`src/rtl/uart_rx_pkg.sv`:
```
// -----------------------------------------------------------------------------
// uart_rx_pkg
// Shared definitions for the parametrised UART receiver:
//   - rx_state_e   : receive FSM states
//   - PAR_EVEN/ODD : encodings of the PAR_TYP input
//   - PRESCALE_MIN : smallest oversampling ratio honoured (smaller values are
//                    latched as this one)
//   - maj3         : 2-of-3 majority helper used by the optional sample voter
// Optional feature macro used by the receiver files: UART_RX_MAJORITY_EN.
// -----------------------------------------------------------------------------
package uart_rx_pkg;

    typedef enum logic [2:0] {
        ST_IDLE   = 3'd0,
        ST_START  = 3'd1,
        ST_DATA   = 3'd2,
        ST_PARITY = 3'd3,
        ST_STOP   = 3'd4
    } rx_state_e;

    localparam logic PAR_EVEN     = 1'b0;
    localparam logic PAR_ODD      = 1'b1;
    localparam int   PRESCALE_MIN = 4;

    function automatic logic maj3(input logic a, input logic b, input logic c);
        return (a & b) | (a & c) | (b & c);
    endfunction

endpackage

```
`src/rtl/uart_rx_sampler.sv`:
```
// -----------------------------------------------------------------------------
// uart_rx_sampler
// Per-bit edge counter and sample-point generator for uart_rx_param.
// The counter runs 0..prescale-1 for every bit while 'run' is high and is
// forced to 0 by 'start' (start edge seen in IDLE). The sample point is
// S = prescale/2.
// Build option UART_RX_MAJORITY_EN: bit_val is the 2-of-3 vote of the line at
// S-1, S and S+1; otherwise it is the single sample at S. The strobe timing is
// the same in both builds.
// Ports:
//   clk, rst_n          clock, async active-low reset
//   start               clear counter (first cycle of a frame follows)
//   run                 FSM is inside a frame
//   prescale            latched clk cycles per bit (>= 4)
//   rx_late / rx_early  line one cycle before / after rx_mid (majority build)
//   rx_mid              synchronised line
//   sample_stb          counter == S
//   bit_end             counter == prescale-1
//   bit_val             sampled bit value, valid with sample_stb
// -----------------------------------------------------------------------------
module uart_rx_sampler
    import uart_rx_pkg::*;
#(
    parameter int PRESCALE_W = 6
)
(
    input  logic                  clk,
    input  logic                  rst_n,
    input  logic                  start,
    input  logic                  run,
    input  logic [PRESCALE_W-1:0] prescale,
`ifdef UART_RX_MAJORITY_EN
    input  logic                  rx_late,
    input  logic                  rx_early,
`endif
    input  logic                  rx_mid,
    output logic                  sample_stb,
    output logic                  bit_end,
    output logic                  bit_val
);

    localparam logic [PRESCALE_W-1:0] CNT_ZERO = {PRESCALE_W{1'b0}};
    localparam logic [PRESCALE_W-1:0] CNT_ONE  = {{(PRESCALE_W-1){1'b0}}, 1'b1};

    logic [PRESCALE_W-1:0] cnt_r;
    logic [PRESCALE_W-1:0] mid_s;
    logic [PRESCALE_W-1:0] last_s;

    // Sample point and last count of the current bit.
    always_comb begin
        mid_s  = {1'b0, prescale[PRESCALE_W-1:1]};
        last_s = prescale - CNT_ONE;
    end

    // Edge counter: restarts on the start edge, wraps at the end of every bit.
    always_ff @(posedge clk or negedge rst_n) begin
        if (!rst_n) begin
            cnt_r <= CNT_ZERO;
        end else if (start) begin
            cnt_r <= CNT_ZERO;
        end else if (!run) begin
            cnt_r <= CNT_ZERO;
        end else if (cnt_r == last_s) begin
            cnt_r <= CNT_ZERO;
        end else begin
            cnt_r <= cnt_r + CNT_ONE;
        end
    end

    // Strobes and bit decision. In the majority build rx_early already holds
    // the value rx_mid will show one cycle later, so the vote over S-1..S+1 is
    // available at S without moving the strobe.
    always_comb begin
        sample_stb = run && (cnt_r == mid_s);
        bit_end    = run && (cnt_r == last_s);
`ifdef UART_RX_MAJORITY_EN
        bit_val    = maj3(rx_late, rx_mid, rx_early);
`else
        bit_val    = rx_mid;
`endif
    end

endmodule

```
`src/rtl/uart_rx_param.sv`:
```
// -----------------------------------------------------------------------------
// uart_rx_param
// Parametrised UART receiver: DATA_W data bits (5..9, LSB first), optional
// even/odd parity, one or two stop bits, valid/ready output with overrun
// detection. Frame settings are latched at the start edge.
// Build option UART_RX_MAJORITY_EN enables 3-sample majority voting per bit.
// Ports:
//   clk, rst                 clock, async active-low reset
//   RX_IN                    serial line (idle high, asynchronous)
//   PAR_EN, PAR_TYP, STOP2   frame format (PAR_TYP 0 even / 1 odd)
//   Prescale                 clk cycles per bit (values below 4 act as 4)
//   data_ready               consumer accepts P_DATA
//   P_DATA, data_valid       received word and its valid flag
//   par_error, stop_error    one-cycle pulses for a discarded bad frame
//   overrun_error            one-cycle pulse when a good frame is dropped
//   busy                     receiver is inside a frame
// -----------------------------------------------------------------------------
module uart_rx_param
    import uart_rx_pkg::*;
#(
    parameter int DATA_W     = 8,
    parameter int PRESCALE_W = 6
)
(
    input  logic                  clk,
    input  logic                  rst,
    input  logic                  RX_IN,
    input  logic                  PAR_EN,
    input  logic                  PAR_TYP,
    input  logic                  STOP2,
    input  logic [PRESCALE_W-1:0] Prescale,
    input  logic                  data_ready,
    output logic [DATA_W-1:0]     P_DATA,
    output logic                  data_valid,
    output logic                  par_error,
    output logic                  stop_error,
    output logic                  overrun_error,
    output logic                  busy
);

    localparam logic [PRESCALE_W-1:0] PRESCALE_MIN_V = PRESCALE_W'(PRESCALE_MIN);
    localparam logic [3:0]            BIT_LAST       = 4'(DATA_W - 1);
    localparam logic [3:0]            BIT_ONE        = 4'd1;

    // Line synchroniser; rx_prev_r is one cycle older for edge detection.
    logic rx_meta_r, rx_sync_r, rx_prev_r;

    rx_state_e             state_r, state_s;
    logic [3:0]            bit_cnt_r, bit_cnt_s;
    logic [DATA_W-1:0]     shift_r, shift_s;
    logic                  par_bad_r, par_bad_s;
    logic                  stop_bad_r, stop_bad_s;

    logic                  par_en_r, par_typ_r, stop2_r;
    logic [PRESCALE_W-1:0] prescale_r;

    logic start_edge_s, sample_stb_s, bit_end_s, bit_val_s;
    logic frame_done_s, frame_err_s, load_s, drop_s, xfer_s, valid_s;

    logic [DATA_W-1:0] p_data_r;
    logic data_valid_r, par_error_r, stop_error_r, overrun_error_r, busy_r;

    // Two-flop synchroniser plus edge-detect history, reset to idle level.
    always_ff @(posedge clk or negedge rst) begin
        if (!rst) begin
            rx_meta_r <= 1'b1;
            rx_sync_r <= 1'b1;
            rx_prev_r <= 1'b1;
        end else begin
            rx_meta_r <= RX_IN;
            rx_sync_r <= rx_meta_r;
            rx_prev_r <= rx_sync_r;
        end
    end

    // Start edge detection: only meaningful while idle.
    always_comb begin
        start_edge_s = (state_r == ST_IDLE) && rx_prev_r && !rx_sync_r;
    end

    // Frame settings captured at the start edge, held for the whole frame.
    always_ff @(posedge clk or negedge rst) begin
        if (!rst) begin
            par_en_r   <= 1'b0;
            par_typ_r  <= 1'b0;
            stop2_r    <= 1'b0;
            prescale_r <= PRESCALE_MIN_V;
        end else if (start_edge_s) begin
            par_en_r   <= PAR_EN;
            par_typ_r  <= PAR_TYP;
            stop2_r    <= STOP2;
            prescale_r <= (Prescale < PRESCALE_MIN_V) ? PRESCALE_MIN_V : Prescale;
        end else begin
            par_en_r   <= par_en_r;
            par_typ_r  <= par_typ_r;
            stop2_r    <= stop2_r;
            prescale_r <= prescale_r;
        end
    end

    uart_rx_sampler #(
        .PRESCALE_W (PRESCALE_W)
    ) u_sampler (
        .clk        (clk),
        .rst_n      (rst),
        .start      (start_edge_s),
        .run        (state_r != ST_IDLE),
        .prescale   (prescale_r),
`ifdef UART_RX_MAJORITY_EN
        .rx_late    (rx_prev_r),
        .rx_early   (rx_meta_r),
`endif
        .rx_mid     (rx_sync_r),
        .sample_stb (sample_stb_s),
        .bit_end    (bit_end_s),
        .bit_val    (bit_val_s)
    );

    // FSM state, bit counter, shift register and error accumulators.
    always_ff @(posedge clk or negedge rst) begin
        if (!rst) begin
            state_r    <= ST_IDLE;
            bit_cnt_r  <= 4'd0;
            shift_r    <= {DATA_W{1'b0}};
            par_bad_r  <= 1'b0;
            stop_bad_r <= 1'b0;
        end else begin
            state_r    <= state_s;
            bit_cnt_r  <= bit_cnt_s;
            shift_r    <= shift_s;
            par_bad_r  <= par_bad_s;
            stop_bad_r <= stop_bad_s;
        end
    end

    // FSM next state. Bit transitions happen at bit_end; decisions at the
    // sample strobe. The frame completes at the sample point of the last
    // stop bit so the line can start the next frame right away.
    always_comb begin
        state_s      = state_r;
        bit_cnt_s    = bit_cnt_r;
        shift_s      = shift_r;
        par_bad_s    = par_bad_r;
        stop_bad_s   = stop_bad_r;
        frame_done_s = 1'b0;
        case (state_r)
            ST_IDLE: begin
                if (start_edge_s) begin
                    state_s    = ST_START;
                    bit_cnt_s  = 4'd0;
                    par_bad_s  = 1'b0;
                    stop_bad_s = 1'b0;
                end else begin
                    state_s    = ST_IDLE;
                end
            end
            ST_START: begin
                if (sample_stb_s && bit_val_s) begin
                    state_s = ST_IDLE;          // false start, silently dropped
                end else if (bit_end_s) begin
                    state_s   = ST_DATA;
                    bit_cnt_s = 4'd0;
                end else begin
                    state_s = ST_START;
                end
            end
            ST_DATA: begin
                if (sample_stb_s) begin
                    shift_s = {bit_val_s, shift_r[DATA_W-1:1]};
                end else begin
                    shift_s = shift_r;
                end
                if (bit_end_s && (bit_cnt_r == BIT_LAST)) begin
                    state_s   = par_en_r ? ST_PARITY : ST_STOP;
                    bit_cnt_s = 4'd0;
                end else if (bit_end_s) begin
                    bit_cnt_s = bit_cnt_r + BIT_ONE;
                end else begin
                    bit_cnt_s = bit_cnt_r;
                end
            end
            ST_PARITY: begin
                if (sample_stb_s) begin
                    // Expected bit is ^data for even, its inverse for odd.
                    par_bad_s = bit_val_s ^ (^shift_r) ^ (par_typ_r == PAR_ODD);
                end else begin
                    par_bad_s = par_bad_r;
                end
                if (bit_end_s) begin
                    state_s   = ST_STOP;
                    bit_cnt_s = 4'd0;
                end else begin
                    state_s   = ST_PARITY;
                end
            end
            ST_STOP: begin
                if (sample_stb_s) begin
                    stop_bad_s = stop_bad_r | ~bit_val_s;
                    if (bit_cnt_r == (stop2_r ? 4'd1 : 4'd0)) begin
                        frame_done_s = 1'b1;
                        state_s      = ST_IDLE;
                    end else begin
                        state_s      = ST_STOP;
                    end
                end else if (bit_end_s) begin
                    bit_cnt_s = bit_cnt_r + BIT_ONE;
                end else begin
                    bit_cnt_s = bit_cnt_r;
                end
            end
            default: begin
                state_s = ST_IDLE;
            end
        endcase
    end

    // Output-stage decisions: a new load beats a same-cycle transfer clear.
    always_comb begin
        frame_err_s = par_bad_r | stop_bad_s;
        xfer_s      = data_valid_r && data_ready;
        load_s      = frame_done_s && !frame_err_s && (!data_valid_r || data_ready);
        drop_s      = frame_done_s && !frame_err_s && data_valid_r && !data_ready;
        if (load_s) begin
            valid_s = 1'b1;
        end else if (xfer_s) begin
            valid_s = 1'b0;
        end else begin
            valid_s = data_valid_r;
        end
    end

    // Registered outputs; error flags are single-cycle pulses.
    always_ff @(posedge clk or negedge rst) begin
        if (!rst) begin
            p_data_r        <= {DATA_W{1'b0}};
            data_valid_r    <= 1'b0;
            par_error_r     <= 1'b0;
            stop_error_r    <= 1'b0;
            overrun_error_r <= 1'b0;
            busy_r          <= 1'b0;
        end else begin
            p_data_r        <= load_s ? shift_r : p_data_r;
            data_valid_r    <= valid_s;
            par_error_r     <= frame_done_s && par_bad_r;
            stop_error_r    <= frame_done_s && stop_bad_s;
            overrun_error_r <= drop_s;
            busy_r          <= (state_s != ST_IDLE);
        end
    end

    assign P_DATA        = p_data_r;
    assign data_valid    = data_valid_r;
    assign par_error     = par_error_r;
    assign stop_error    = stop_error_r;
    assign overrun_error = overrun_error_r;
    assign busy          = busy_r;

endmodule

```
`config.mk`:
```
export PLATFORM = sky130hd
export DESIGN_NAME = uart_rx_param
export DESIGN_NICKNAME = d
export VERILOG_FILES = /design/src/rtl/uart_rx_pkg.sv /design/src/rtl/uart_rx_sampler.sv /design/src/rtl/uart_rx_param.sv
export SDC_FILE = /design/constraint.sdc
export NUM_CORES = 1
export LEC_CHECK = 0
export BUFFER_PORTS_ARGS = -buffer_cell sky130_fd_sc_hd__buf_2
export CAP_MARGIN = 20
export CORE_ASPECT_RATIO = 0.8
export CORE_UTILIZATION = 47
export CTS_CLUSTER_SIZE = 12
export DETAILED_ROUTE_END_ITERATION = 16
export PLACE_DENSITY = 0.73
export SETUP_SLACK_MARGIN = 0.3
export SYNTH_ARGS = -nofsm -noshare
export SYNTH_HDL_FRONTEND = slang
export SYNTH_SLANG_ARGS = --single-unit
```
`constraint.sdc`:
```
create_clock -name clk -period 2.88 [get_ports clk]
set_input_delay 0.576 -clock clk [delete_from_list [all_inputs] [get_ports clk]]
set_output_delay 0.576 -clock clk [all_outputs]
set_load 0.005 [all_outputs]
```
== After elaboration in Yosys (flattened, before gate mapping) ==
Index checks and enable logic that the tools add are counted.

* Output and inout bits: 13
* Register bits: 48
* Logic and storage cells: 100
* Input bits: 13

* Equal/unequal tests: 12
* Magnitude comparators: 1
* Muxes and demuxes: 32
* Reduce and logical (&&, ||, !) cells: 28
* Add/sub/neg operators: 3
* Bitwise logic cells: 5

{| class="wikitable"
|+ Operators with widths
! kind !! count
|-
| two-way mux 4 bit || 6
|-
| two-way mux 6 bit || 4
|-
| one-hot mux 4 bit (5 select lines) || 1
|-
| two-way mux 3 bit || 5
|-
| one-hot mux 3 bit (5 select lines) || 1
|-
| logical AND 1 bit || 13
|-
| two-way mux 1 bit || 11
|-
| != test 2 bit, second input constant || 4
|-
| parity 8 bit || 1
|-
| adder 6 x 1 -> 6 bit, second input constant || 1
|-
| == test 3 x 2 -> 1 bit, second input constant || 2
|-
| == test 6 x 5 -> 1 bit || 1
|-
| == test 6 bit || 1
|-
| < comparator 6 x 3 -> 1 bit, second input constant || 1
|-
| nonzero test 3 bit || 2
|-
| subtractor 6 x 1 -> 6 bit, second input constant || 1
|-
| nonzero test 5 bit || 1
|-
| adder 4 x 1 -> 4 bit, second input constant || 1
|-
| == test 4 x 1 -> 1 bit || 1
|-
| == test 4 x 3 -> 1 bit, second input constant || 1
|-
| logical NOT 1 bit || 4
|-
| two-way mux 2 bit || 2
|-
| one-hot mux 1 bit (2 select lines) || 2
|-
| AND reduction 4 bit || 1
|-
| 10 further kinds || 13
|}

== Depth between registers and ports, before layout ==
Gate-level depths: netlist (run 1).

* Depth after elaboration: 10
* Mapped depth: 9

== Cells and area by module ==
Synthesis (run 1) repeated with hierarchy kept, for this count alone.

* Cell total of the unflattened synthesis: 226
* Area, all modules: 2396.0 um^2

{| class="wikitable"
|+ Modules (own cells, without submodules)
! module !! cells each !! area each (um^2) !! instances
|-
| uart_rx_param || 170 || 1866.8 || 1
|-
| uart_rx_sampler || 56 || 529.3 || 1
|}

== Worst setup path after synthesis (run 1) ==
OpenSTA, ideal clock, no wires.

* Kind: reg-to-reg
* Start point: reg state_r[0]
* End point: reg p_data_r[0] (netlist: P_DATA[0])
* Stages on the path, launching flop included: 9
* Arrival: 2.241 ns
* Buffers on the path: 2
* Required time: 2.755 ns
* Setup slack: 0.514 ns
* Cell sequence: dfrtp_1 > buf_4 > or3_4 > o21ai_2 > o41ai_4 > or4_4 > nor2b_1 > buf_6 > mux2_4

* Cells in the longest elaborated chain, start to end: 9

{| class="wikitable"
|+ Ends and longest elaborated chain
! item !! line !! text
|-
| from (decl) || uart_rx_param.sv:48 || <nowiki>rx_state_e state_r, state_s;</nowiki>
|-
| from (signal assigned) || uart_rx_param.sv:128 || <nowiki>state_r <= state_s;</nowiki>
|-
| logical NOT 3 bit || uart_rx_param.sv:78, uart_rx_param.sv:146 ||
|-
| logical AND 1 bit (2 in series) || uart_rx_param.sv:78 || <nowiki>start_edge_s = (state_r == ST_IDLE) && rx_prev_r && !rx_sync_r;</nowiki>
|-
| two-way mux 1 bit || uart_rx_param.sv:148 || <nowiki>if (start_edge_s) begin</nowiki>
|-
| one-hot mux 1 bit (2 select lines) * || uart_rx_param.sv:146 || <nowiki>case (state_r)</nowiki>
|-
| named net stop_bad_s || uart_rx_param.sv:52 || <nowiki>logic stop_bad_r, stop_bad_s;</nowiki>
|-
| OR 1 bit * || uart_rx_param.sv:219 || <nowiki>frame_err_s = par_bad_r | stop_bad_s;</nowiki>
|-
| logical NOT 1 bit * || uart_rx_param.sv:221 || <nowiki>load_s = frame_done_s && !frame_err_s && (!data_valid_r || data_ready);</nowiki>
|-
| logical AND 1 bit * (2 in series) || uart_rx_param.sv:221 ||
|-
| to (signal assigned) || uart_rx_param.sv:235 || <nowiki>p_data_r <= {DATA_W{1'b0}};</nowiki>
|-
| to (signal assigned) || uart_rx_param.sv:242 || <nowiki>p_data_r <= load_s ? shift_r : p_data_r;</nowiki>
|-
| to (decl) || uart_rx_param.sv:60 || <nowiki>logic [DATA_W-1:0] p_data_r;</nowiki>
|}

The timed path passes the listed nets; every way through them passes the cells marked *.
A chain may end at the register's enable or synchronous reset.

== Worst setup path in the final report (run 1) ==
* Start point: reg state_r[0]
* End point: reg p_data_r[7] (netlist: P_DATA[7])

Same word-level chain as after synthesis.

==> run summary, run 1 <==
pre-CTS setup slack - 0.381 ns
GPL Wtd Cong - 0.816
insertion delay to the later sink of the worst-skew pair - 0.30 ns
Sum Neg Setup Slack - 0 ns
crit-path cells - or3_4 > o21ai_2 > o41ai_4 > or4_4 > nor2b_1 > buf_4 > mux2_4
core area - 0.00504 mm^2
P per Cell Area - 834 mW/mm^2
Via density - 5.37
Max Cap Violations - 0
global route overflow - 0
crit path time final - 2.48 ns
non-filler cells, final - 315
Seq/Total Area, Yosys - 48.9%
syn nets - 237
clock-pin slew on the worst setup and hold paths - 0.09 ns
crit path buf inv count - 1
DIE WIDTH - 83.0 um
initial antenna violation count - 0
Synth Flop Type - dfrtp_1
Pleak - 0.00131 uW
Post-synth ARST share - 100%
IO Count - 26
Setup WS post-layout - 0.398 ns
design area - 0.00277 mm^2
critical path endpoint category - flip-flop
DRC viols - 0
Slew @ Worst Pin - 0.652 ns
maximum vdd drop - 0.403 mV
Slowest-stage cell, CP - or4_4
Gate Count Post-Synth - 221
FF-to-FF path depth - 7
Clock Tree Root - clkbuf_8
endpoints failing setup - 0
DRT antenna net count - 0
cts hold-fix bufs - 0
DR vias - 1692
Die Ht - 66.8 um
critical path startpoint category - flip-flop
#FFs+latches synth - 48
Avg Cell Area, Syn - 11.2 um^2
standard-cell row count - 23
first-pass GRT wire length - 7.54 mm
Post-DP HPWL - 3.37 mm
Peak Freq - 0.403 GHz
htree depth - 2
critical path required time - 3.07 ns
die area - 0.00554 mm^2
layout cells sized above 1 - 28.9%
Crit Path Max Fanout - 9
total track usage - 17.7%
WL/cell - 14.6 um
initial DRC count - 114
synth warn - 0
Tcrit/Tclk final - 86.2%
Crit Path Category - flip-flop to flip-flop
fin. max-slew vios - 0
Yosys top cell area share - 44.6%
Fin. Hold Viols - 0
CP delay by family, top - simple AND/OR/NAND/NOR gates
Worst Hold Class - input pin to async pin
Post-DP Area - 0.00263 mm^2
Post-layout nets - 268
leading post-synthesis cells by cell area - dfrtp_1 (45%), xnor2_1 (5.0%), mux2_4 (4.9%), dfstp_2 (4.3%), xor2_1 (3.9%)
critical path arrival - 2.67 ns
number of diodes - 0
Num CTS Buffers - 5
synth unique cells - 50
cell with the most instances after synthesis - dfrtp_1
Slew headroom - 56.3%
Pre-antenna DRT Iters - 4
cell area after synthesis - 0.00247 mm^2
number of port buffers - 25
leading area contributor after synthesis - dfrtp_1
Crit path depth - 7
Crit path largest cell delay - 0.50 ns
Syn-to-layout area delta - 12.2%
routed wire length - 4.59 mm
status - complete, no violations
vias in the first global route - 1584
Max Buffers Root-to-Sink - 2
CTS Sinks - 48
synth cell count leaders - dfrtp_1 (44), nand2_1 (23), nor2_1 (17)
Setup Skew - 0.00481 ns
RSZ-0062 raised after global routing - no
initial core utilization - 49.0%
CTS tree - built
largest net degree at the start of global routing - 36
Post-synth EDFFs - 0
placed cells - 304
-- layout make-up --
| type | count | area, um^2 |
|---|---|---|
| Timing Repair Buffer | 32 | 178 |
| Clock inverter | 2 | 35.0 |
| Clock buffer | 6 | 72.6 |
| Multi-Input combinational cell | 160 | 1180 |
| Inverter | 5 | 18.8 |
| Sequential cell | 48 | 1210 |
| Tap cell | 62 | 77.6 |
| Fill cell | 411 | 2270 |
-- path summary, 6_finish.rpt --
| kind | startpoint | endpoint | slack, ns |
|---|---|---|---|
| worst min-delay path | rst | u_sampler.cnt_r[3] | 0.15 |
| min in group clk | rx_meta_r | rx_sync_r | 0.36 |
| worst max-delay path | state_r[0] | P_DATA[7] | 0.40 |
| worst min register to register | rx_meta_r | rx_sync_r | 0.36 |
| max in group asynchronous | rst | prescale_r[2] | 1.95 |
| worst max register to register | state_r[0] | P_DATA[7] | 0.40 |
-- worst reg2reg max path: stages (launching register included) --
cell and delay, ns:
dfrtp_1 0.48, or3_4 0.44, o21ai_2 0.19, o41ai_4 0.11
or4_4 0.50, nor2b_1 0.12, buf_4 0.21, mux2_4 0.32
-- state kept, by name, indices dropped and copies added (netlist names), 3 cells and up --
register	flops
P_DATA	8
u_sampler.cnt_r	6
state_r	3
bit_cnt_r	4
prescale_r	6
shift_r	8
-- where the power goes --
part           switching (uW)  leakage [uW]  internal, uW
clock                     225     0.0000552           258
combinational             464      0.000625           378
sequential                177      0.000631           806
-- cell families (layout without fill, tap and decap cells) --
| family | count (synthesis) | count (layout) | share of synthesized area (%) |
|---|---|---|---|
| multiplexers | 17 | 17 | 8.93 |
| AO/OA/AOI/OAI | 31 | 31 | 9.23 |
| buffers and inverters | 13 | 45 | 3.40 |
| XOR/XNOR | 25 | 25 | 8.88 |
| adder cells (fa/ha/maj) | 3 | 3 | 1.52 |
| flip-flops | 48 | 48 | 48.9 |
| AND/OR/NAND/NOR | 84 | 84 | 19.1 |
-- layout by cell type, fill, tap and decap left out, types with 6 or more instances in the layout --
cell type	n
a21oi_1	6
dfrtp_1	44
xnor2_1	14
xor2_1	11
nor2_1	17
mux2_2	8
nand3_1	7
buf_4	7
mux2_4	8
o21ai_0	7
buf_2	25
nand2_1	23
-- metrics by stage --
step	hold slack (ns)	util, %	power [uW]
finish	0.150	54.9	2310
global route	0.166	54.9	2460
CTS	0.153	54.4	2290
detailed placement	0.353	52.3	1810
global placement	0.346	52.3	1790
floorplan	0.280	-	1640
-- metal layers --
layer  wire [um]  share of wire (%)  global-route usage (%)
met1        2430                 53                    26.5
met2        1950                 43                    25.3
met3         146                3.2                    3.47
met4          56                1.2                    6.47
met5           0                  0                       0
-- timing repair --
action / in CTS / in global routing
setup buffers: 0 / 3
gates resized for setup: 0 / 1
hold endpoints to repair: 0 / 0
setup endpoints to repair: 0 / 4
Power figures use the tool's default switching activity.
==> run 2, diff against run 1 <==
--- a/config.mk
+++ b/config.mk
@@ -5,13 +5,14 @@
 export SDC_FILE = /design/constraint.sdc
 export NUM_CORES = 1
 export LEC_CHECK = 0
+export ABC_AREA = 1
 export BUFFER_PORTS_ARGS = -buffer_cell sky130_fd_sc_hd__buf_2
 export CAP_MARGIN = 20
 export CORE_ASPECT_RATIO = 0.8
-export CORE_UTILIZATION = 47
+export CORE_UTILIZATION = 59
 export CTS_CLUSTER_SIZE = 12
 export DETAILED_ROUTE_END_ITERATION = 16
-export PLACE_DENSITY = 0.73
+export PLACE_DENSITY = 0.86
 export SETUP_SLACK_MARGIN = 0.3
 export SYNTH_ARGS = -nofsm -noshare
 export SYNTH_HDL_FRONTEND = slang
==> run summary, run 2 <==
CTS Sinks - 48
DRC viols - 0
Slowest-stage cell, CP - dfrtp_1
largest net degree at the start of global routing - 32
total track usage - 26.0%
crit-path cells - inv_1 > ha_1 > nand2_1 > nand2_1 > nor2_1 > nand2_2 > nor2_4 > nand3_4 > nor2_8 > nand3_2 > nand2_1 > nand2_2 > nor2_2 > nand2_1
insertion delay to the later sink of the worst-skew pair - 0.30 ns
leading area contributor after synthesis - dfrtp_1
fill count - 357
Post-DP HPWL - 4.31 mm
Syn-to-layout area delta - 9.96%
CTS tree - built
DIE WIDTH - 78 um
core area - 0.00431 mm^2
Post-CTS Setup Repair Bufs - 0
Tcrit/Tclk final - 71.6%
Clock Tree Root - clkbuf_8
Pleak - 0.00158 uW
die area - 0.00490 mm^2
Crit Path Max Fanout - 7
syn nets - 364
fin util - 69.6%
Slew @ Worst Pin - 0.530 ns
cell area after synthesis - 0.00273 mm^2
number of diodes - 0
#FFs+latches synth - 48
Max Cap Violations - 0
number of port buffers - 25
Sum Neg Setup Slack - 0 ns
initial antenna violation count - 0
clock-pin slew on the worst setup and hold paths - 0.09 ns
critical path required time - 3.07 ns
Setup Skew - 0.00713 ns
Die Ht - 62.8 um
maximum vdd drop - 0.613 mV
global route overflow - 0
htree depth - 2
Avg Cell Area, Syn - 7.83 um^2
status - complete, no violations
P per Cell Area - 825 mW/mm^2
Synth Flop Type - dfrtp_1
synth warn - 0
crit path time final - 2.06 ns
cts hold-fix bufs - 0
post-cts gate resize count - 0
synth cell count leaders - nand2_1 (98), inv_1 (52), dfrtp_1 (44)
Seq/Total Area, Yosys - 44.2%
critical path arrival - 2.26 ns
Max Buffers Root-to-Sink - 2
Fin. Hold Viols - 0
cell with the most instances after synthesis - nand2_1
Post-layout nets - 393
Peak Freq - 0.485 GHz
Worst Hold Slack - 0.196 ns
vias in the first global route - 2291
critical path endpoint category - flip-flop
initial core utilization - 63.3%
IO Count - 26
Post-synth EDFFs - 0
Slew headroom - 64.4%
first-pass GRT wire length - 10.0 mm
Via density - 5.29
fin. max-slew vios - 0
Crit path largest cell delay - 0.39 ns
RSZ-0062 raised after global routing - no
commonest non-fill, non-tap cell in the layout - nand2_1
Worst Hold Class - input pin to async pin
DRT antenna net count - 0
crit path buf inv count - 1
initial DRC count - 160
CP delay by family, top - simple AND/OR/NAND/NOR gates
routed wire length - 5.61 mm
Gate Count Post-Synth - 348
layout cells sized above 1 - 21.7%
GPL Wtd Cong - 0.890
standard-cell row count - 21
crit-path most repeated cell - nand2_1
most frequent cells in the layout - nand2_1 (98), inv_1 (52), dfrtp_1 (44)
endpoints failing setup - 0
WL/cell - 12.9 um
Crit Path Category - flip-flop to flip-flop
critical path startpoint category - flip-flop
leading post-synthesis cells by cell area - dfrtp_1 (40%), nand2_1 (13%), inv_1 (7.2%), nor2_1 (4.1%), nand3_1 (4.0%)
synth unique cells - 35
Yosys top cell area share - 40.4%
Post-synth ARST share - 100%
Pre-antenna DRT Iters - 5
DR vias - 2301
Num CTS Buffers - 5
[run 2: cell count changes in the layout (fill, tap and decap cells not counted), moves of 7 or more]
cell     delta
nand2_1    +75
inv_1      +47
nand3_1    +15
nor2_1     +13
o21ai_0     +9
inv_2       +8
mux2_2      -8
mux2_4      -8
o21ai_2     +7
xnor2_1     -7
[run 2: routing by layer]
metal  vias up  track usage, %  wire (um)
met1      1062            35.1       2600
met2        90            43.3       2520
met3        13            6.42        429
met5         -               0          0
li1       1136               -          -
met4         0            4.63         71
[run 2: area by class of cell]
cell class / instances / area, um^2 / area share (%)
Clock inverter: 2 / 13.8 / 0.459
Clock buffer: 6 / 82.6 / 2.75
Inverter: 62 / 235 / 7.85
Timing Repair Buffer: 26 / 133 / 4.42
Tap cell: 57 / 71.3 / 2.38
Multi-Input combinational cell: 234 / 1260 / 41.9
Sequential cell: 48 / 1210 / 40.2
[run 2: logic make-up (layout without fill, tap and decap cells)]
group | after synthesis | after routing | share of synthesized area (%)
buffers and inverters | 66 | 96 | 9.68
flip-flops | 48 | 48 | 44.2
XOR/XNOR | 13 | 13 | 4.18
adder cells (fa/ha/maj) | 3 | 3 | 1.38
AND/OR/NAND/NOR | 184 | 184 | 32.3
AO/OA/AOI/OAI | 34 | 34 | 8.22
[run 2: final timing paths]
path | from | end | slack, ns | cells past startpoint
worst max-delay path | prescale_r[0] | busy | 0.82 | 14
worst min-delay path | rst | busy | 0.20 | 1
worst max register to register | prescale_r[0] | busy | 0.82 | 14
worst min register to register | rx_meta_r | rx_sync_r | 0.37 | 0
max in group asynchronous | rst | rx_sync_r | 1.91 | 2
min in group clk | rx_meta_r | rx_sync_r | 0.37 | 0
[run 2: power breakdown]
group,leakage (uW),switching [uW],internal [uW]
clock network,0.0000516,227,197
logic,0.000893,718,361
registers,0.000632,160,812
[run 2: stage by stage]
| stage | area, um^2 | power [uW] | worst slack, ns | instances |
|---|---|---|---|---|
| 6_report | 3000 | 2470 | 0.819 | 435 |
| 4_1_cts | 3000 | 2480 | 0.801 | 435 |
| 2_1_floorplan | 2730 | 1810 | 1.06 | 348 |
| 3_5_place_dp | 2900 | 2050 | 0.822 | 427 |
| 5_1_grt | 3000 | 2690 | 0.533 | 435 |
| 3_3_place_gp | 2900 | 2020 | 0.831 | 427 |
